### src/rtl/conv_tile_address_gen.sv
// =============================================================================
// Module   : conv_tile_address_gen
// Purpose  : KxK window address sequencer for one image tile, all filters.
// Revision : 1.0 - initial release
// =============================================================================
`default_nettype none

module conv_tile_address_gen #(
    parameter int IMG_W     = 64,
    parameter int IMG_H     = 64,
    parameter int TILE_DIM  = 32,
    parameter int KERNEL    = 3,
    parameter int FILT_W    = 8,
    parameter int B_W       = 9,
    parameter int BIAS_BASE = 0,
    parameter int ADDR_W    = $clog2(IMG_W * IMG_H),
    parameter int TSEL_W    = (IMG_W / TILE_DIM > 1) ? $clog2(IMG_W / TILE_DIM) : 1
) (
    input  logic              clock_i,
    input  logic              clear_n_i,
    input  logic              start_i,
    input  logic              abort_i,
    input  logic              en_i,
    input  logic [TSEL_W-1:0] tile_x_i,
    input  logic [TSEL_W-1:0] tile_y_i,
    input  logic [FILT_W:0]   num_filters_i,
    input  logic              addr_ready_i,
    output logic              addr_valid_o,
    output logic [ADDR_W-1:0] input_address_o,
    output logic              input_pad_o,
    output logic              window_last_o,
    output logic [FILT_W-1:0] filter_address_o,
    output logic              b_element_requested_o,
    output logic [B_W-1:0]    b_element_address_o,
    output logic              busy_o,
    output logic              done_o
);

    localparam int CW   = ADDR_W + 1;
    localparam int RC_W = (TILE_DIM > 1) ? $clog2(TILE_DIM) : 1;
    localparam int K_W  = (KERNEL > 1) ? $clog2(KERNEL) : 1;

    localparam logic [RC_W-1:0] RC_LAST    = RC_W'(TILE_DIM - 1);
    localparam logic [K_W-1:0]  K_LAST     = K_W'(KERNEL - 1);
    localparam logic [B_W-1:0]  BIAS_BASE_V = B_W'(BIAS_BASE);

    typedef enum logic [1:0] {
        S_IDLE = 2'd0,
        S_RUN  = 2'd1,
        S_DONE = 2'd2
    } state_t;

    state_t            state_q, state_d;
    logic [FILT_W-1:0] f_q, f_d;
    logic [RC_W-1:0]   r_q, r_d, c_q, c_d;
    logic [K_W-1:0]    kr_q, kr_d, kc_q, kc_d;
    logic [TSEL_W-1:0] tx_q, tx_d, ty_q, ty_d;
    logic [FILT_W:0]   nf_q, nf_d;

    logic              valid_q, valid_d;
    logic [ADDR_W-1:0] addr_q, addr_d;
    logic              pad_q, pad_d;
    logic              wlast_q, wlast_d;
    logic [FILT_W-1:0] filt_q, filt_d;
    logic              breq_q, breq_d;
    logic [B_W-1:0]    baddr_q, baddr_d;
    logic              busy_q, busy_d;
    logic              done_q, done_d;

    logic              last_kc, last_kr, last_c, last_r, last_f, last_beat;
    logic [CW-1:0]     x_coord, y_coord, lin_addr;
    logic              in_img;

    assign last_kc   = (kc_q == K_LAST);
    assign last_kr   = (kr_q == K_LAST);
    assign last_c    = (c_q == RC_LAST);
    assign last_r    = (r_q == RC_LAST);
    assign last_f    = (({1'b0, f_q} + 1'b1) == nf_q);
    assign last_beat = last_kc && last_kr && last_c && last_r && last_f;

    // Beat counters: kc fastest, then kr, c, r, filter outermost.
    always_comb begin
        state_d = state_q;
        f_d     = f_q;
        r_d     = r_q;
        c_d     = c_q;
        kr_d    = kr_q;
        kc_d    = kc_q;
        tx_d    = tx_q;
        ty_d    = ty_q;
        nf_d    = nf_q;
        valid_d = valid_q;
        case (state_q)
            S_IDLE: begin
                if (start_i) begin
                    tx_d = tile_x_i;
                    ty_d = tile_y_i;
                    nf_d = num_filters_i;
                    f_d  = '0;
                    r_d  = '0;
                    c_d  = '0;
                    kr_d = '0;
                    kc_d = '0;
                    if (num_filters_i == '0) begin
                        state_d = S_DONE;
                    end else begin
                        state_d = S_RUN;
                        valid_d = 1'b1;
                    end
                end
            end
            S_RUN: begin
                if (valid_q && addr_ready_i) begin
                    if (last_beat) begin
                        state_d = S_DONE;
                        valid_d = 1'b0;
                    end else if (!last_kc) begin
                        kc_d = kc_q + 1'b1;
                    end else begin
                        kc_d = '0;
                        if (!last_kr) begin
                            kr_d = kr_q + 1'b1;
                        end else begin
                            kr_d = '0;
                            if (!last_c) begin
                                c_d = c_q + 1'b1;
                            end else begin
                                c_d = '0;
                                if (!last_r) begin
                                    r_d = r_q + 1'b1;
                                end else begin
                                    r_d = '0;
                                    f_d = f_q + 1'b1;
                                end
                            end
                        end
                    end
                end
            end
            S_DONE:  state_d = S_IDLE;
            default: state_d = S_IDLE;
        endcase
    end

    // Output image is derived from the next-beat counters so the registered
    // outputs line up with the counter state and hold steady while stalled.
    always_comb begin
        y_coord  = CW'(ty_d) * CW'(TILE_DIM) + CW'(r_d) + CW'(kr_d);
        x_coord  = CW'(tx_d) * CW'(TILE_DIM) + CW'(c_d) + CW'(kc_d);
        in_img   = (x_coord < CW'(IMG_W)) && (y_coord < CW'(IMG_H));
        lin_addr = y_coord * CW'(IMG_W) + x_coord;

        addr_d  = (valid_d && in_img) ? lin_addr[ADDR_W-1:0] : '0;
        pad_d   = valid_d && !in_img;
        wlast_d = valid_d && (kr_d == K_LAST) && (kc_d == K_LAST);
        filt_d  = valid_d ? f_d : '0;
        breq_d  = valid_d && (r_d == '0) && (c_d == '0) && (kr_d == '0) && (kc_d == '0);
        baddr_d = valid_d ? (BIAS_BASE_V + B_W'(f_d)) : '0;
        busy_d  = (state_d == S_RUN);
        done_d  = (state_d == S_DONE);
    end

    always_ff @(posedge clock_i or negedge clear_n_i) begin
        if (!clear_n_i) begin
            state_q <= S_IDLE;
            f_q     <= '0;
            r_q     <= '0;
            c_q     <= '0;
            kr_q    <= '0;
            kc_q    <= '0;
            tx_q    <= '0;
            ty_q    <= '0;
            nf_q    <= '0;
            valid_q <= 1'b0;
            addr_q  <= '0;
            pad_q   <= 1'b0;
            wlast_q <= 1'b0;
            filt_q  <= '0;
            breq_q  <= 1'b0;
            baddr_q <= '0;
            busy_q  <= 1'b0;
            done_q  <= 1'b0;
        end else if (abort_i) begin
            state_q <= S_IDLE;
            f_q     <= '0;
            r_q     <= '0;
            c_q     <= '0;
            kr_q    <= '0;
            kc_q    <= '0;
            tx_q    <= '0;
            ty_q    <= '0;
            nf_q    <= '0;
            valid_q <= 1'b0;
            addr_q  <= '0;
            pad_q   <= 1'b0;
            wlast_q <= 1'b0;
            filt_q  <= '0;
            breq_q  <= 1'b0;
            baddr_q <= '0;
            busy_q  <= 1'b0;
            done_q  <= 1'b0;
        end else if (en_i) begin
            state_q <= state_d;
            f_q     <= f_d;
            r_q     <= r_d;
            c_q     <= c_d;
            kr_q    <= kr_d;
            kc_q    <= kc_d;
            tx_q    <= tx_d;
            ty_q    <= ty_d;
            nf_q    <= nf_d;
            valid_q <= valid_d;
            addr_q  <= addr_d;
            pad_q   <= pad_d;
            wlast_q <= wlast_d;
            filt_q  <= filt_d;
            breq_q  <= breq_d;
            baddr_q <= baddr_d;
            busy_q  <= busy_d;
            done_q  <= done_d;
        end
    end

    assign addr_valid_o          = valid_q;
    assign input_address_o       = addr_q;
    assign input_pad_o           = pad_q;
    assign window_last_o         = wlast_q;
    assign filter_address_o      = filt_q;
    assign b_element_requested_o = breq_q;
    assign b_element_address_o   = baddr_q;
    assign busy_o                = busy_q;
    assign done_o                = done_q;

endmodule

`default_nettype wire
### config.mk
export PLATFORM = sky130hd
export DESIGN_NAME = conv_tile_address_gen
export DESIGN_NICKNAME = d
export VERILOG_FILES = /design/src/rtl/conv_tile_address_gen.sv
export SDC_FILE = /design/constraint.sdc
export NUM_CORES = 1
export LEC_CHECK = 0
export ABC_CLOCK_PERIOD_IN_PS = 4600
export CAP_MARGIN = 0
export CORE_ASPECT_RATIO = 2
export CORE_UTILIZATION = 50
export CTS_CLUSTER_DIAMETER = 60
export DETAILED_ROUTE_END_ITERATION = 7
export PLACE_DENSITY = 0.76
export SETUP_SLACK_MARGIN = 0.15
export SLEW_MARGIN = 5
export SYNTH_ARGS = -nofsm -noshare
export SYNTH_HDL_FRONTEND = slang
export SYNTH_SLANG_ARGS = --single-unit
export TNS_END_PERCENT = 20
### constraint.sdc
create_clock -name clock_i -period 4.6 [get_ports clock_i]
set_input_delay 1.38 -clock clock_i [delete_from_list [all_inputs] [get_ports clock_i]]
set_output_delay 1.38 -clock clock_i [all_outputs]
set_load 0.05 [all_outputs]
---- Word level (Yosys, flattened, before mapping) ----
Index checks and enable logic that the tools add are counted.
word-level totals
  register bits ........................... 70
  bits of input ports ..................... 17
  output and inout bits ................... 35
  word-level logic and storage cells ...... 155
cells by class
  multiplexer cells ....................... 89
  eq/ne operators ......................... 10
  add/sub/neg operators ................... 11
  reductions and logical operators ........ 25
  $lt $le $gt $ge ......................... 2
operators with widths
  kind                   number
  $mux W8                13
  $mux W5                17
  $mux W9                6
  $mux W2                19
  $mux W12               3
  $mux W1                24
  $pmux W5 S2            2
  $add A7 B2 Y8          2
  $lt A8 B7 Y1 const B   2
  $pmux W8 S2            1
  $add A6 B5 Y7          2
  $logic_and A1 B1 Y1    14
  $add A12 B8 Y12        1
  $pmux W2 S2            3
  $add A5 B1 Y5 const B  2
  $eq A2 B2 Y1 const B   5
  $eq A5 B5 Y1 const B   2
  $logic_not A5 Y1       2
  $add A8 B1 Y9 const B  1
  $eq A9 B9 Y1           1
  $logic_not A9 Y1       1
  $add A8 B1 Y8 const B  1
  $logic_not A2 Y1       3
  $reduce_bool A2 Y1     3
  other kinds (5)        7

---- Depth between registers and ports, before layout ----
Gate-level depths: netlist of the first run.
  depth after elaboration ................. 16
  mapped depth ............................ 23
  gate-level depth less buffers ........... 22

---- Worst setup path before layout of the first run ----
Ideal clock, no wire load.
  kind .................................... flip-flop to flip-flop
  start point ............................. register r_q[1]
  end point ............................... register addr_q[11], in the netlist input_address_o[11]
  stages on the path, launching flop included .. 24
  period minus slack after synthesis ...... 4.791 ns
  path slack .............................. -0.191 ns
  data required time ...................... 4.479 ns
  path buffers ............................ 1
  data arrival time ....................... 4.670 ns
  setup time .............................. 0.121 ns
  cells stage by stage .................... dfrtp_1 ha_1 and3_1 ha_1 clkbuf_1 nand3_1 or3_1 or2_1 or2_4 nand4_2 nand3_1 o31ai_1 ha_1 inv_1 fa_1 nor2_1 nor4b_2 ha_1 nand2_1 nor2b_1 mux2i_1 a2111oi_2 xnor2_1 a22o_1
on the way
  cells in the longest elaborated chain, start to end .. 16
  elaborated cells between the ends (all ways) .. 36
  those cells by class .................... add/sub (6); order compare (2); eq/ne (1); mux (23); reduce/logical (4)
ends and longest elaborated chain
  what                                           RTL line  RTL
  start, declared                                55        logic [RC_W-1:0] r_q, r_d, c_q, c_d;
  start signal, assigned                         205       r_q <= r_d;
  $add A5 B1 Y5 or $eq A5 B5 Y1 (tied branches)  130, 77
  $mux W5                                        129       if (!last_r) begin
  $mux W5                                        125       if (!last_c) begin
  $mux W5                                        121       if (!last_kr) begin
  $mux W5                                        117       end else if (!last_kc) begin
  $mux W5                                        114       if (last_beat) begin
  $mux W5                                        113       if (valid_q && addr_ready_i) begin
  $pmux W5 S2                                    93        case (state_q)
  $add A6 B5 Y7                                  148       y_coord = CW'(ty_d) * CW'(TILE_DIM) + CW'(r_d) + CW'(kr_d);
  $add A7 B2 Y8                                  148
  $lt A8 B7 Y1                                   150       in_img = (x_coord < CW'(IMG_W)) && (y_coord < CW'(IMG_H));
  $logic_and A1 B1 Y1                            150
  $logic_and A1 B1 Y1                            153       addr_d = (valid_d && in_img) ? lin_addr[ADDR_W-1:0] : '0;
  $mux W12 (*)                                   153
  $mux W12 (*)                                   202       end else if (en_i) begin
  $mux W12 (*)                                   183       end else if (abort_i) begin
  end signal, assigned                           213       addr_q <= addr_d;
  end, declared                                  61        logic [ADDR_W-1:0] addr_q, addr_d;
Mark *: on every way between the ends. The rest lies on a longest branch, timed or not. The select of a mux whose other input is x is not followed.
A chain may end at the register's enable or synchronous reset.

---- Final worst setup path of the first run ----
  start point ............................. register f_q[0]
  end point ............................... register addr_q[11], in the netlist input_address_o[11]
on the way
  cells in the longest elaborated chain, start to end .. 14
  elaborated cells between the ends (all ways) .. 30
  those cells by class .................... add/sub (6); order compare (2); eq/ne (1); mux (18); reduce/logical (3)
ends and longest elaborated chain
  what                                     RTL line  RTL
  start, declared                          54        logic [FILT_W-1:0] f_q, f_d;
  start signal, assigned                   166       f_q <= '0;
  start signal, assigned                   185       f_q <= '0;
  start signal, assigned                   204       f_q <= f_d;
  $add A8 B1 Y9 (*)                        78        assign last_f = (({1'b0, f_q} + 1'b1) == nf_q);
  $eq A9 B9 Y1 (*)                         78
  $logic_and A1 B1 Y1 (*)                  79        assign last_beat = last_kc && last_kr && last_c && last_r && last_f;
  $mux W5                                  114
  $mux W5                                  113
  $pmux W5 S2                              93
  $add A6 B5 Y7, on equally long branches  149, 148
  $add A7 B2 Y8, on equally long branches  149, 148
  $lt A8 B7 Y1                             150
  $logic_and A1 B1 Y1                      150
  $logic_and A1 B1 Y1                      153
  $mux W12 (*)                             153
  $mux W12 (*)                             202
  $mux W12 (*)                             183
Marked as above.

==> results, run 1 <==
- The data arrival at the endpoint of the critical path is 4760 ps.
- At the worst endpoint, the required time is 4820 ps.
- The setup slack of the critical path after layout is 62.6 ps.
- In this run the standard cell core region covers around 8000 um^2.
- The number of remaining DRC errors is 0.
- The path type of the worst min-delay path is flop to flop.
- The routed design could run at a clock period as short as 4540 ps.
- The H-tree was split into 3 levels.
- The total number of nets in the final design is 607.
- Summing every instance area after synthesis gives 4150 um^2.
- The final-report max-slew violation count is 0.
- The launching instance or port of the critical path is f_q[0].
- The number of fill cells is ~620.
- The count of flip-flops with a built-in enable after synthesis is 0.
- The top fanout value on the critical path is 4.
- In this run the power density over the cells is 266 nW/um^2.
- The number of placement rows is 46.
- The clock tree buffer depth is 2.
- Counting stages on the worst path, the most repeated cell is sky130_fd_sc_hd__ha_2.
- Counting cells, the worst reg-to-reg path comes to 21.
- Traced cell by cell, the critical path runs through ha_4 -> or4_1 -> a21o_1 -> a211o_4 -> or2_4 -> nand4_4 -> buf_6 -> nand3_4 -> o31ai_4 -> ha_2 -> inv_2 -> fa_2 -> nor2_2 -> nor4b_4 -> ha_2 -> nand2_2 -> nor2_1 -> mux2i_1 -> a2111oi_2 -> xnor2_1 -> a22o_1.
- For the pin with the worst max-slew slack, the measured transition is 1200 ps.
- The overall die width is ~66 um.
- The count of cells along the worst hold path is 2.
- The critical path class is flop to flop.
- The delay of the slowest cell on the worst path is 460 ps.
- Synthesis produced a netlist with a net count of 502.
- The part of the Yosys area used for sequential elements is 0.368.
- The tool flagged a number of max-cap violations equal to 0.
- The number of global-route vias before repair was between 4k and 5k.
- Dividing the detail-routed wire length by the instance count gives about 19 um.
- The warning count from the yosys run is 0.
- Dividing the final minimum period by the clock period gives 0.986.
- The worst pin sits at a relative slew slack of 0.200.
- The destination of the worst register-to-register timing path is input_address_o[11].
- The worst setup skew after layout is between 6 and 7 ps.
- Input and output buffers added on the ports amount to 50.
- The global router's overall resource usage is 0.323.
- The total via count in the routed design is 4084.
- The multi-input combinational cells in the finished layout cover a total of 2560 um^2.
- Of the cells placed in the final design, the portion with a size suffix greater than 1 is 0.238.
- The synthesized instance count is around 470.
- CTS placed an instance of sky130_fd_sc_hd__clkbuf_16 at the clock tree root.
- The achievable frequency is 0.220 GHz.
- Averaged over all synthesized cells, the footprint is 8.77 um^2.
- The area of all sequential standard cells is ~1500 um^2.
- The number of nets with antenna violations after detailed routing is 0.
- At the end of routability-driven placement, the weighted congestion stood at 0.982.
- The pin count of the biggest net entering global routing is 45.
- Across all register-to-register paths, the minimum setup slack is ~63 ps.
- The startpoint identified for the worst register-to-register timing path is f_q[0].
- The number of antenna violations at the first check in global routing is 0.
- The share of synthesized flip-flops with an asynchronous set or reset is 1.00.
- Yosys mapped the design onto 75 distinct sky130hd cell types.
- Dividing the detail-routed via count by the number of cells gives 6.01.
- Setup violations remaining at the end of the flow were counted as 0.
- The placed wire-length estimate after detailed placement is ~9.8 mm.
- The end point of the critical path is input_address_o[11].
- The clock slew seen by the registers of the worst setup and hold paths is 50 ps.
- Summed over all cells, the static leakage comes to 2.33 nW.
- The post-placement worst setup slack is -268 ps.
- STA classifies the critical path endpoint as a flop.
- The hold violation count in the final report is 0.
- The slowest stage cell on the critical path is sky130_fd_sc_hd__or4_1.
- The number of antenna cells inserted is 0.
- The TritonCTS sink count is 61.
- The later pin in the worst-skew pair is clocked with a latency of between 300 and 400 ps.
- Counting the buffers created by CTS gives 9.
- For this run, the share of the core covered by cells in the final layout is 0.706.
- The run finished with clean final reports.
- The most common flop cell mapped by yosys is sky130_fd_sc_hd__dfrtp_1.
- TritonCTS built the clock tree.
- The post-synthesis to final-layout area growth is 36.1%.
- Setup repair after global routing could not meet its margin everywhere.
- The wire length of the first global-routing pass is 20.3 mm.
- The iteration count of the initial detailed-routing pass is 6.
- Across the VDD grid, the largest voltage drop is 0.000257 V.
- The routed design has 13.0 mm of wire.
- The floorplan step set the die height to between 100 and 150 um.
- The initial cell density of the core is 0.519.
- The startpoint kind of the worst setup timing path is a flop.
- The total overflow left after global routing is 0.
- The synthesized design contains 61 register bits.
- The count of boundary I/O pins is 52.
- The die footprint is 8690 um^2.
- The violation count after the first detailed-routing iteration is 302.
-- layout by cell type, fill, tap and decap left out, types with 3 or more instances in the layout --
cell	n
sky130_fd_sc_hd__nand4_1	6
sky130_fd_sc_hd__ha_1	3
sky130_fd_sc_hd__ha_4	4
sky130_fd_sc_hd__nor2b_1	5
sky130_fd_sc_hd__ha_2	4
sky130_fd_sc_hd__nand2_1	67
sky130_fd_sc_hd__a21o_1	5
sky130_fd_sc_hd__a21oi_1	23
sky130_fd_sc_hd__or3_1	3
sky130_fd_sc_hd__xnor2_1	19
sky130_fd_sc_hd__and3_1	5
sky130_fd_sc_hd__nand2b_1	6
sky130_fd_sc_hd__o21ai_0	27
sky130_fd_sc_hd__dfrtp_1	57
sky130_fd_sc_hd__nand3_4	3
sky130_fd_sc_hd__o211ai_1	5
sky130_fd_sc_hd__nor4_1	6
sky130_fd_sc_hd__a211oi_1	13
sky130_fd_sc_hd__buf_4	75
sky130_fd_sc_hd__xor2_1	4
sky130_fd_sc_hd__mux2i_1	10
sky130_fd_sc_hd__nor2_1	45
sky130_fd_sc_hd__and2_1	4
sky130_fd_sc_hd__a31oi_1	7
sky130_fd_sc_hd__nor2_2	3
sky130_fd_sc_hd__nor3_1	10
sky130_fd_sc_hd__inv_1	10
sky130_fd_sc_hd__clkdlybuf4s50_1	49
sky130_fd_sc_hd__clkbuf_16	9
sky130_fd_sc_hd__a32oi_1	4
sky130_fd_sc_hd__nand3_1	7
sky130_fd_sc_hd__a22o_1	11
sky130_fd_sc_hd__dfrtp_2	4
-- cell type report --
| cell class | instances | share of cell area |
|---|---|---|
| clock buffer | 13 | 0.0461 |
| multi-input combinational | 368 | 0.453 |
| sequential | 61 | 0.271 |
| clock inverter | 3 | 0.00798 |
| inverter | 11 | 0.00731 |
| tap | 96 | 0.0213 |
| timing repair buffer | 127 | 0.193 |
-- routing by layer --
layer	vias up	global-route usage	share of wire
met1	1985	0.304	0.34
met3	51	0.0660	0.033
met2	125	0.598	0.56
met4	0	0.229	0.063
met5	-	0	0
li1	1923	-	-
-- kinds of logic after synthesis --
logic type	after synthesis	share of synthesized area
buf+inv	44	0.0561
mux	11	0.0274
simple gates	191	0.228
fa+ha+maj	12	0.0380
other cells	1	0.000904
flops	61	0.368
xor+xnor	24	0.0507
compound gates	129	0.231
-- power by group --
| group | total, mW | internal [mW] | leakage (nW) | switching (mW) |
|---|---|---|---|---|
| registers | 0.572 | 0.554 | 0.830 | 0.0176 |
| logic | 0.241 | 0.0914 | 1.36 | 0.150 |
| clock network | 0.692 | 0.449 | 0.142 | 0.243 |
| total | 1.51 | 1.09 | 2.33 | 0.411 |
-- how the worst min path moves through the flow --
stage,to,from,slack (ps)
after global placement,input_address_o[1],input_address_o[1],460
after CTS,input_address_o[1],input_address_o[1],480
after global routing,input_address_o[7],input_address_o[7],520
after floorplan,state_q[1],state_q[1],500
final,input_address_o[1],input_address_o[1],480
after detailed placement,busy_o,busy_o,470
-- flip-flops by register name (all words and copies together) (netlist names), 2 cells and up --
register             flops
input_address_o         12
kc_q                     2
kr_q                     2
nf_q                     9
c_q                      5
state_q                  2
b_element_address_o      8
f_q                      8
r_q                      5
-- critical path: cells and delay by family, from the launching register on --
family	cells	cell delay (ps)
compound gates	5	1160
xor+xnor	1	100
fa+ha+maj	4	1020
buf+inv	2	160
flops	1	440
mux	1	130
simple gates	8	1430
-- cells in the mapped netlist, types with 4 or more instances --
cell type,n,share of area
sky130_fd_sc_hd__nand2_1,68,0.062
sky130_fd_sc_hd__dfrtp_1,61,0.37
sky130_fd_sc_hd__nor2_1,47,0.043
sky130_fd_sc_hd__o21ai_0,28,0.034
sky130_fd_sc_hd__a21oi_1,23,0.028
sky130_fd_sc_hd__xnor2_1,19,0.040
sky130_fd_sc_hd__a211oi_1,13,0.024
sky130_fd_sc_hd__clkbuf_1,13,0.012
sky130_fd_sc_hd__a22o_1,11,0.023
sky130_fd_sc_hd__ha_1,11,0.033
sky130_fd_sc_hd__inv_1,11,0.010
sky130_fd_sc_hd__buf_4,10,0.018
sky130_fd_sc_hd__mux2i_1,10,0.024
sky130_fd_sc_hd__nor3_1,10,0.012
sky130_fd_sc_hd__nand3_1,9,0.011
sky130_fd_sc_hd__a31oi_1,7,0.011
sky130_fd_sc_hd__nor4_1,7,0.011
sky130_fd_sc_hd__and3_1,6,0.0090
sky130_fd_sc_hd__buf_2,6,0.0072
sky130_fd_sc_hd__nand2b_1,6,0.0090
sky130_fd_sc_hd__nand4_1,6,0.0090
sky130_fd_sc_hd__a21o_1,5,0.0090
sky130_fd_sc_hd__nor2b_1,5,0.0075
sky130_fd_sc_hd__o211ai_1,5,0.0090
sky130_fd_sc_hd__xor2_1,5,0.011
sky130_fd_sc_hd__a32oi_1,4,0.0084
sky130_fd_sc_hd__and2_1,4,0.0060
sky130_fd_sc_hd__or3_1,4,0.0060
-- repair_timing --
item	CTS	global route
hold buffers	0	0
buffers inserted	8	6
pin swaps	14	15
gates resized for setup	11	9
endpoints found under the setup margin	3	11
-- metrics by stage --
stage               area, um^2  std cells  setup TNS, ps  hold slack [ps]  total power, mW
floorplan                 4240        473              0              496            0.714
global placement          5150        649           -141              462            0.811
detailed placement        5150        649           -536              472            0.815
CTS                       5560        673          -2.75              484             1.51
global route              5650        679           -257              519             1.56
finish                    5650        679              0              476             1.51
No activity file was read; power rests on OpenSTA's default activity.
==> inputs of run 2 (changes only) <==
CORE_MARGIN = 2   (was unset)
CTS_CLUSTER_SIZE = 28   (was unset)
==> run 2 against run 1 <==
The run now ends with negative setup slack left. Flip-flop and latch count did not move. Utilization fell by 1.3 points. Clock power rose by 17%. Largest power group unchanged.
==> results, run 2 (synthesis results as in run 1) <==
- The flow ran to the end, but the final reports show violations.
- The checks that failed: negative setup slack.
- The number of antenna violations at the first check in global routing is 0 (unchanged).
- The final RePlAce weighted congestion was 0.984 (+0.20%).
- The transition time at the pin with the least slew margin is 1150 ps (-44.7 ps).
- The clock slew seen by the registers of the worst setup and hold paths was 50 ps (about the same).
- The largest individual stage delay along the critical path comes from the cell sky130_fd_sc_hd__or4_1.
- The achievable frequency is 0.212 GHz (-4.0%).
- The final-report max-slew violation count was 0 (unchanged).
- The number of nets with antenna violations after detailed routing came to 0 (unchanged).
- The data required time at the worst endpoint is 4820 ps (about the same).
- The overall overflow remaining after global route is 0 (unchanged).
- The signal on the critical path passes through xor2_2 -> or4_1 -> a21o_1 -> a211o_4 -> or2_4 -> nand4_4 -> buf_6 -> nand3_4 -> o31ai_4 -> ha_2 -> inv_2 -> fa_2 -> nor2_2 -> nor4b_4 -> ha_2 -> ha_2 -> nand3_1 -> nor4_2 -> a311oi_2 -> xnor2_1 -> a22o_1.
- The data arrival at the endpoint of the critical path is 4950 ps (+190 ps).
- The overall die width is 68.4 um (+3.0%).
- The top fanout value on the critical path is 4 (unchanged).
- STA classifies the critical path endpoint as a flop.
- Leaving out fill and tap cells, the most frequent cell in the layout is sky130_fd_sc_hd__buf_4.
- The cell leakage power is 2.35 nW (+0.86%).
- The number of endpoints failing setup at the final stage was 2 (+2).
- The total number of nets in the final design came to 604 (-0.49%).
- The overall die height was 133 um (+1.5%).
- The pin count of the biggest net entering global routing came to 41 (-8.9%).
- The TritonCTS sink count is 61 (unchanged).
- The maximum level of the CTS H-tree was 3 (unchanged).
- The post-layout instance area came to 5660 um^2 (+0.22%).
- The power after layout is 1.63 mW (+8.3%).
- The share of power burned in registers is 0.351 (-0.029).
- The worst slew margin relative to its limit is 0.230 (+0.0298).
- The total met3 wirelength after detailed routing is 550 um (+27%).
- The placed instance area came to 5190 um^2 (+0.78%).
- The number of placement rows is 47 (+2.2%).
- The placed wire-length estimate after detailed placement is 10.0 mm (+2.2%).
- The initial cell density of the core was 0.508 (-0.0110).
- The library cells used most frequently in the layout, excluding fill and tap cells, are sky130_fd_sc_hd__buf_4 (72), sky130_fd_sc_hd__nand2_1 (67), sky130_fd_sc_hd__dfrtp_1 (57), sky130_fd_sc_hd__clkdlybuf4s50_1 (49), sky130_fd_sc_hd__nor2_1 (45).
- The final instance count without filler cells is 678 (-0.15%).
- The setup TNS after final layout is -131 ps (-131 ps).
- The detailed-route vias per instance is 6.05 (+0.66%).
- The design internal power is 1.22 mW (+12%).
- The fraction of power consumed by combinational cells is 0.151 (-0.009).
- The iteration count of the initial detailed-routing pass is 4 (-2).
- The count of buffering cells on the critical path with inverters included is 2 (unchanged).
- The number of flip-flops in the largest register is 12 (unchanged).
- The fraction of power spent switching nets was 0.250 (-0.0225).
- The count of boundary I/O pins is 52 (unchanged).
- The delay of the slowest cell on the worst path is 490 ps (+30 ps).
- The clock tree buffer depth is 2 (unchanged).
- The wire length after detailed routing was 13.2 mm (+1.3%).
- The hold violation count in the final report was 0 (unchanged).
- The share of the clock period used by the worst path after layout came to 1.03 (+0.0414).
- The worst hold path belongs to the class flop to flop.
- The number of maximum-capacitance constraint violations is 0 (unchanged).
- The core outline area is 8170 um^2 (+2.2%).
- The violation count after the first detailed-routing iteration is 294 (-2.6%).
- The wire length of the first global-routing pass was 20.8 mm (+2.4%).
- The setup slack of the critical path after layout is -128 ps (-190 ps).
- The uppermost metal layer occupied by signal nets is met4.
- The cell count after placement was 656 (+1.1%).
- The total via count in the routed design is 4105 (+0.51%).
- The number of antenna cells inserted is 0 (unchanged).
- The most repeated library cell on the critical path is sky130_fd_sc_hd__ha_2.
- From synthesis to final layout, the design area changed by 36.4%.
- The sum of routed wire segments on met1 is 4.28 mm (-3.0%).
- The number of global-route vias before repair is 4275 (+2.9%).
- The source-to-sink clock delay at the later pin of the worst-skew pair is 340 ps (about the same).
- The TritonCTS clock tree is built.
- Setup repair after global routing could not meet its margin everywhere.
- The fraction of power consumed by the clock network came to 0.498 (+0.038).
- The global router's overall resource usage is 0.315 (-0.00784).
- The total CTS buffers is 9 (unchanged).
- The net switching component of the power is 408 uW (-0.61%).
- The number of remaining DRC errors is 0 (unchanged).
- The total power per unit cell area is 288 nW/um^2 (+8.1%).
- The time the worst path needs with I/O delays and setup was 4730 ps (+190 ps).
- The clock root buffer is sky130_fd_sc_hd__clkbuf_16.
- The dominant delay contributor by cell family on the critical path is simple AND/OR/NAND/NOR gates.
- The worst setup skew after layout is 7.46 ps (+1.20 ps).
- The number of hold-repair buffers added at the cts stage is 0 (unchanged).
- The worst setup path is launched from a flop.
- The share of final-layout standard cells stronger than drive strength 1 is 0.236 (-0.00222).
- The number of fill cells came to 647 (+4.0%).
- The critical path class is flop to flop.
- The die footprint is 9090 um^2 (+4.6%).
- The number of buffer cells added on primary ports came to 50 (unchanged).
- The average routed wire per standard cell is 19.4 um (+1.5%).
- The met2 wire length is 7.33 mm (about the same).
- The maximum vdd ir drop is 0.000246 V (-4.4%).
## run 2: worst register-to-register path, cell delays in order (launching register included)
cell and delay (ps):
sky130_fd_sc_hd__dfrtp_2 450, sky130_fd_sc_hd__xor2_2 180, sky130_fd_sc_hd__or4_1 490, sky130_fd_sc_hd__a21o_1 200, sky130_fd_sc_hd__a211o_4 330, sky130_fd_sc_hd__or2_4 270, sky130_fd_sc_hd__nand4_4 110, sky130_fd_sc_hd__buf_6 120
sky130_fd_sc_hd__nand3_4 60, sky130_fd_sc_hd__o31ai_4 70, sky130_fd_sc_hd__ha_2 230, sky130_fd_sc_hd__inv_2 40, sky130_fd_sc_hd__fa_2 340, sky130_fd_sc_hd__nor2_2 80, sky130_fd_sc_hd__nor4b_4 270, sky130_fd_sc_hd__ha_2 270
sky130_fd_sc_hd__ha_2 180, sky130_fd_sc_hd__nand3_1 80, sky130_fd_sc_hd__nor4_2 400, sky130_fd_sc_hd__a311oi_2 90, sky130_fd_sc_hd__xnor2_1 150, sky130_fd_sc_hd__a22o_1 200
## run 2: metrics by stage
step                setup slack, ps   util  hold WS, ps
floorplan                       138      -          496
global placement               -151  0.634          460
detailed placement             -274  0.634          473
CTS                            35.9  0.682          485
global route                   -316  0.692          512
finish                         -128  0.692          481
## run 2: path summary, 6_finish.rpt
check                           from             endpoint  slack [ps]  depth (start not counted)
max                          nf_q[6]  input_address_o[10]        -130                         21
min                           done_o               done_o         480                          1
max reg2reg                  nf_q[6]  input_address_o[10]        -130                         21
min reg2reg                   done_o               done_o         480                          1
max in group asynchronous  clear_n_i               c_q[0]        2570                          2
min in group asynchronous  clear_n_i  input_address_o[11]        1070                          1
## run 2: power by group through the flow
stage	registers, mW	logic (mW)	clock network, mW
global route	0.574	0.266	0.841
global placement	0.579	0.236	0
floorplan	0.594	0.121	0
detailed placement	0.580	0.240	0
finish	0.572	0.246	0.812
CTS	0.571	0.243	0.819
## run 2: area by class of cell
class,instances,area (um^2),share of cell area
Clock buffer,13,270,0.0477
Clock inverter,3,90.1,0.0159
Inverter,11,41.3,0.00729
Multi-Input combinational cell,368,2540,0.448
Sequential cell,61,1530,0.271
Tap cell,98,123,0.0217
Timing Repair Buffer,124,1070,0.189
## run 2: routing by layer
layer,track usage,vias to the layer above
met5,0,-
met2,0.543,142
li1,-,1918
met3,0.0544,66
met4,0.254,0
met1,0.307,1979
## run 2: timing repair
action	4_1_cts	5_1_grt
hold endpoints to repair	0	0
buffers inserted	1	5
setup endpoints to repair	2	11
pin swaps	1	9
gates resized for setup	6	13
==> inputs of run 3 (changes only) <==
--- a/config.mk
+++ b/config.mk
@@ -9,5 +9,7 @@
 export CAP_MARGIN = 0
+export CELL_PAD_IN_SITES_DETAIL_PLACEMENT = 1
+export CELL_PAD_IN_SITES_GLOBAL_PLACEMENT = 1
 export CORE_ASPECT_RATIO = 2
 export CORE_MARGIN = 2
-export CORE_UTILIZATION = 50
+export CORE_UTILIZATION = 39
 export CTS_CLUSTER_DIAMETER = 60
@@ -15,3 +17,3 @@
 export DETAILED_ROUTE_END_ITERATION = 7
-export PLACE_DENSITY = 0.76
+export PLACE_DENSITY_LB_ADDON = 0.1
 export SETUP_SLACK_MARGIN = 0.15
==> constraint.sdc (replaced) <==
create_clock -name clock_i -period 4.6 [get_ports clock_i]
set_input_delay 0.69 -clock clock_i [delete_from_list [all_inputs] [get_ports clock_i]]
set_output_delay 0.69 -clock clock_i [all_outputs]
set_load 0.05 [all_outputs]
==> run 3 against run 2 <==
The flow still finishes with violations (negative setup slack). Fmax rose by 2.1%. Clock skew rose by 0.89 ps. Hold slack worse by 73 ps. Non-clock buffer count grew 1. Cell count is 5.9% higher. Critical path type unchanged. Largest cell class unchanged. Largest power group unchanged. Highest routed layer unchanged.
==> results, run 3 (synthesis results as in run 1) <==
- The worst setup skew after layout is 8.35 ps (+0.890 ps).
- The launching instance or port of the critical path is f_q[6].
- The fraction of the core area covered by cells at the end of the flow is 0.545 (-0.147).
- The total power per unit cell area came to 265 nW/um^2 (-8.1%).
- The met2 wire length is 9.15 mm (+25%).
- The number of antenna violations at the first check in global routing is 0 (unchanged).
- Setup repair after global routing could not meet its margin everywhere.
- The number of remaining DRC errors is 0 (unchanged).
- The final-report max-slew violation count is 0 (unchanged).
- The tree is rooted in a sky130_fd_sc_hd__clkbuf_16.
- The hold violation count in the final report is 0 (unchanged).
- The data required time at the worst endpoint is 4820 ps (about the same).
- The count of boundary I/O pins is 52 (unchanged).
- The detailed-route vias per instance is 5.75 (-5.0%).
- The total number of nets in the final design is 605 (+0.17%).
- The share of the clock period used by the worst path after layout is 1.01 (-0.0211).
- In the layout the commonest cells are sky130_fd_sc_hd__buf_4 (74), sky130_fd_sc_hd__nand2_1 (68), sky130_fd_sc_hd__dfrtp_1 (57), sky130_fd_sc_hd__clkdlybuf4s50_1 (49), sky130_fd_sc_hd__nor2_1 (45).
- The post-layout instance area is 5680 um^2 (+0.29%).
- The number of global-route vias before repair is 4621 (+8.1%).
- The die footprint is 11500 um^2 (+27%).
- The share of final-layout standard cells stronger than drive strength 1 is 0.246 (+0.00992).
- The number of nets with antenna violations after detailed routing is 0 (unchanged).
- The average routed wire per standard cell is 21.5 um (+10%).
- The initial cell density of the core is 0.399 (-0.109).
- The number of maximum-capacitance constraint violations is 0 (unchanged).
- The flop-to-flop setup slack is -30 ps (+100 ps).
- The transition time at the pin with the least slew margin is 1220 ps (+67.4 ps).
- Compared with the post-synthesis result, the final layout area differs by 36.8%.
- The checks that failed: negative setup slack.
- The time the worst path needs with I/O delays and setup is 4630 ps (-97.0 ps).
- Among the stages of the critical path, the cell type that occurs most often is sky130_fd_sc_hd__ha_2.
- The number of placement rows is 53 (+13%).
- The violation count after the first detailed-routing iteration is 186 (-37%).
- The achievable frequency is 0.216 GHz (+2.1%).
- The overall die height is 150 um (+13%).
- TritonCTS built the clock tree.
- The pin count of the biggest net entering global routing is 40 (-2.4%).
- The slowest stage cell on the critical path is sky130_fd_sc_hd__or4_1.
- The dominant delay contributor by cell family on the critical path is simple AND/OR/NAND/NOR gates.
- The worst slew margin relative to its limit came to 0.185 (-0.0450).
- The wire length after detailed routing came to 15.4 mm (+17%).
- The number of flip-flops in the largest register is 12 (unchanged).
- The clock slew seen by the registers of the worst setup and hold paths is 60 ps (about the same).
- The global router's overall resource usage was 0.278 (-0.0377).
- The tightest min-delay check is of the primary input to asynchronous set/reset pin type.
- The worst setup path is of the flop to flop kind.
- The wire length of the first global-routing pass came to 24.1 mm (+16%).
- The setup slack of the critical path after layout is -30.9 ps (+97.0 ps).
- The total CTS buffers is 9 (unchanged).
- The worst reg2reg path depth came to 21 (unchanged).
- The iteration count of the initial detailed-routing pass came to 4 (unchanged).
- The delay of the slowest cell on the worst path came to 480 ps (about the same).
- Walking the worst path, the cells encountered are xor2_2 -> or4_1 -> a21o_1 -> a211o_4 -> or2_4 -> nand4_4 -> nand3_2 -> o31ai_4 -> ha_2 -> inv_2 -> fa_2 -> nor2_1 -> nor4b_4 -> ha_2 -> buf_6 -> ha_4 -> nand3_4 -> nor4_4 -> a311oi_2 -> xnor2_1 -> a22o_1.
- The category of the worst setup path capture point is a flop.
- The number of fill cells is 1218 (+88%).
- The uppermost metal layer occupied by signal nets is met4.
- The maximum vdd ir drop is 0.000201 V (-18%).
- The final RePlAce weighted congestion is 0.963 (-2.2%).
- The count of buffering cells on the critical path with inverters included is 2 (unchanged).
- The top fanout value on the critical path is 3 (-1).
- The startpoint of the worst-slack reg-to-reg timing path is f_q[6].
- The clock tree buffer depth is 2 (unchanged).
- The cell leakage power is 2.31 nW (-1.7%).
- The critical path depth in cells is 21 (unchanged).
- The core outline area came to 10400 um^2 (+27%).
- The source-to-sink clock delay at the later pin of the worst-skew pair came to 340 ps (about the same).
- The placed instance area is 5150 um^2 (-0.60%).
- The overall overflow remaining after global route is 0 (unchanged).
- STA classifies the critical path startpoint as a flop.
- The run finished, with violations left.
- The total via count in the routed design is 4129 (+0.58%).
- The sum of routed wire segments on met1 is 5.10 mm (+19%).
- The number of buffer cells added on primary ports is 50 (unchanged).
- The most common cell after layout, fill and taps aside is sky130_fd_sc_hd__buf_4.
- The placed wire-length estimate after detailed placement is 11.5 mm (+15%).
- The overall die width is 76.9 um (+12%).
- The TritonCTS sink count is 61 (unchanged).
- The total met3 wirelength after detailed routing is 340 um (-38%).
- The maximum level of the CTS H-tree was 3 (unchanged).
- The number of antenna cells inserted is 0 (unchanged).
- The number of endpoints failing setup at the final stage is 1 (-1).
- The data arrival at the endpoint of the critical path is 4860 ps (-90 ps).
-- run 3: changes by cell type in the layout (fill, tap and decap cells not counted), moves of 2 or more --
cell	before	now
sky130_fd_sc_hd__clkinv_2	0	2
sky130_fd_sc_hd__clkbuf_8	3	0
sky130_fd_sc_hd__buf_4	72	74
sky130_fd_sc_hd__bufinv_16	3	1
sky130_fd_sc_hd__clkinvlp_4	0	2
sky130_fd_sc_hd__o21ai_1	4	2
-- run 3: cell type report --
| class | count | area, um^2 | share of cell area |
|---|---|---|---|
| multi-input combinational | 368 | 2580 | 0.454 |
| sequential | 61 | 1530 | 0.270 |
| timing repair buffer | 125 | 1060 | 0.187 |
| clock buffer | 10 | 229 | 0.0403 |
| tap | 137 | 171 | 0.0302 |
| clock inverter | 6 | 63.8 | 0.0112 |
| inverter | 11 | 41.3 | 0.00727 |
-- run 3: through the flow --
stage / power [mW] / worst slack, ps / instances / TNS (ps) / hold slack [ps]
floorplan: 0.714 / 138 / 473 / 0 / 394
global placement: 0.817 / 116 / 686 / 0 / 462
detailed placement: 0.821 / 7.14 / 686 / 0 / 471
CTS: 1.51 / 14.6 / 712 / 0 / 434
global route: 1.56 / -194 / 718 / -335 / 465
finish: 1.50 / -30.9 / 718 / -30.9 / 407
-- run 3: worst paths after layout --
kind                                     endpoint
max                           input_address_o[10]
min                        b_element_address_o[7]
max reg2reg                   input_address_o[10]
min reg2reg                           input_pad_o
max in group asynchronous                  c_q[0]
min in group clock_i                  input_pad_o
-- run 3: repair_timing --
item                       CTS  global route
hold buffers                 0             0
pin swaps                    9            20
cloned                       0             0
gates resized for setup      7            18
setup endpoints to repair    2            11
setup buffers               10             6
-- run 3: power breakdown --
group / internal, mW / switching (mW)
registers: 0.554 / 0.0173
logic: 0.0949 / 0.158
clock network: 0.418 / 0.261
total: 1.07 / 0.436
-- run 3: routing by layer --
layer	vias to the layer above	GRT usage
met5	-	0
met4	0	0.181
met3	50	0.0446
met2	85	0.556
met1	2086	0.247
li1	1908	-
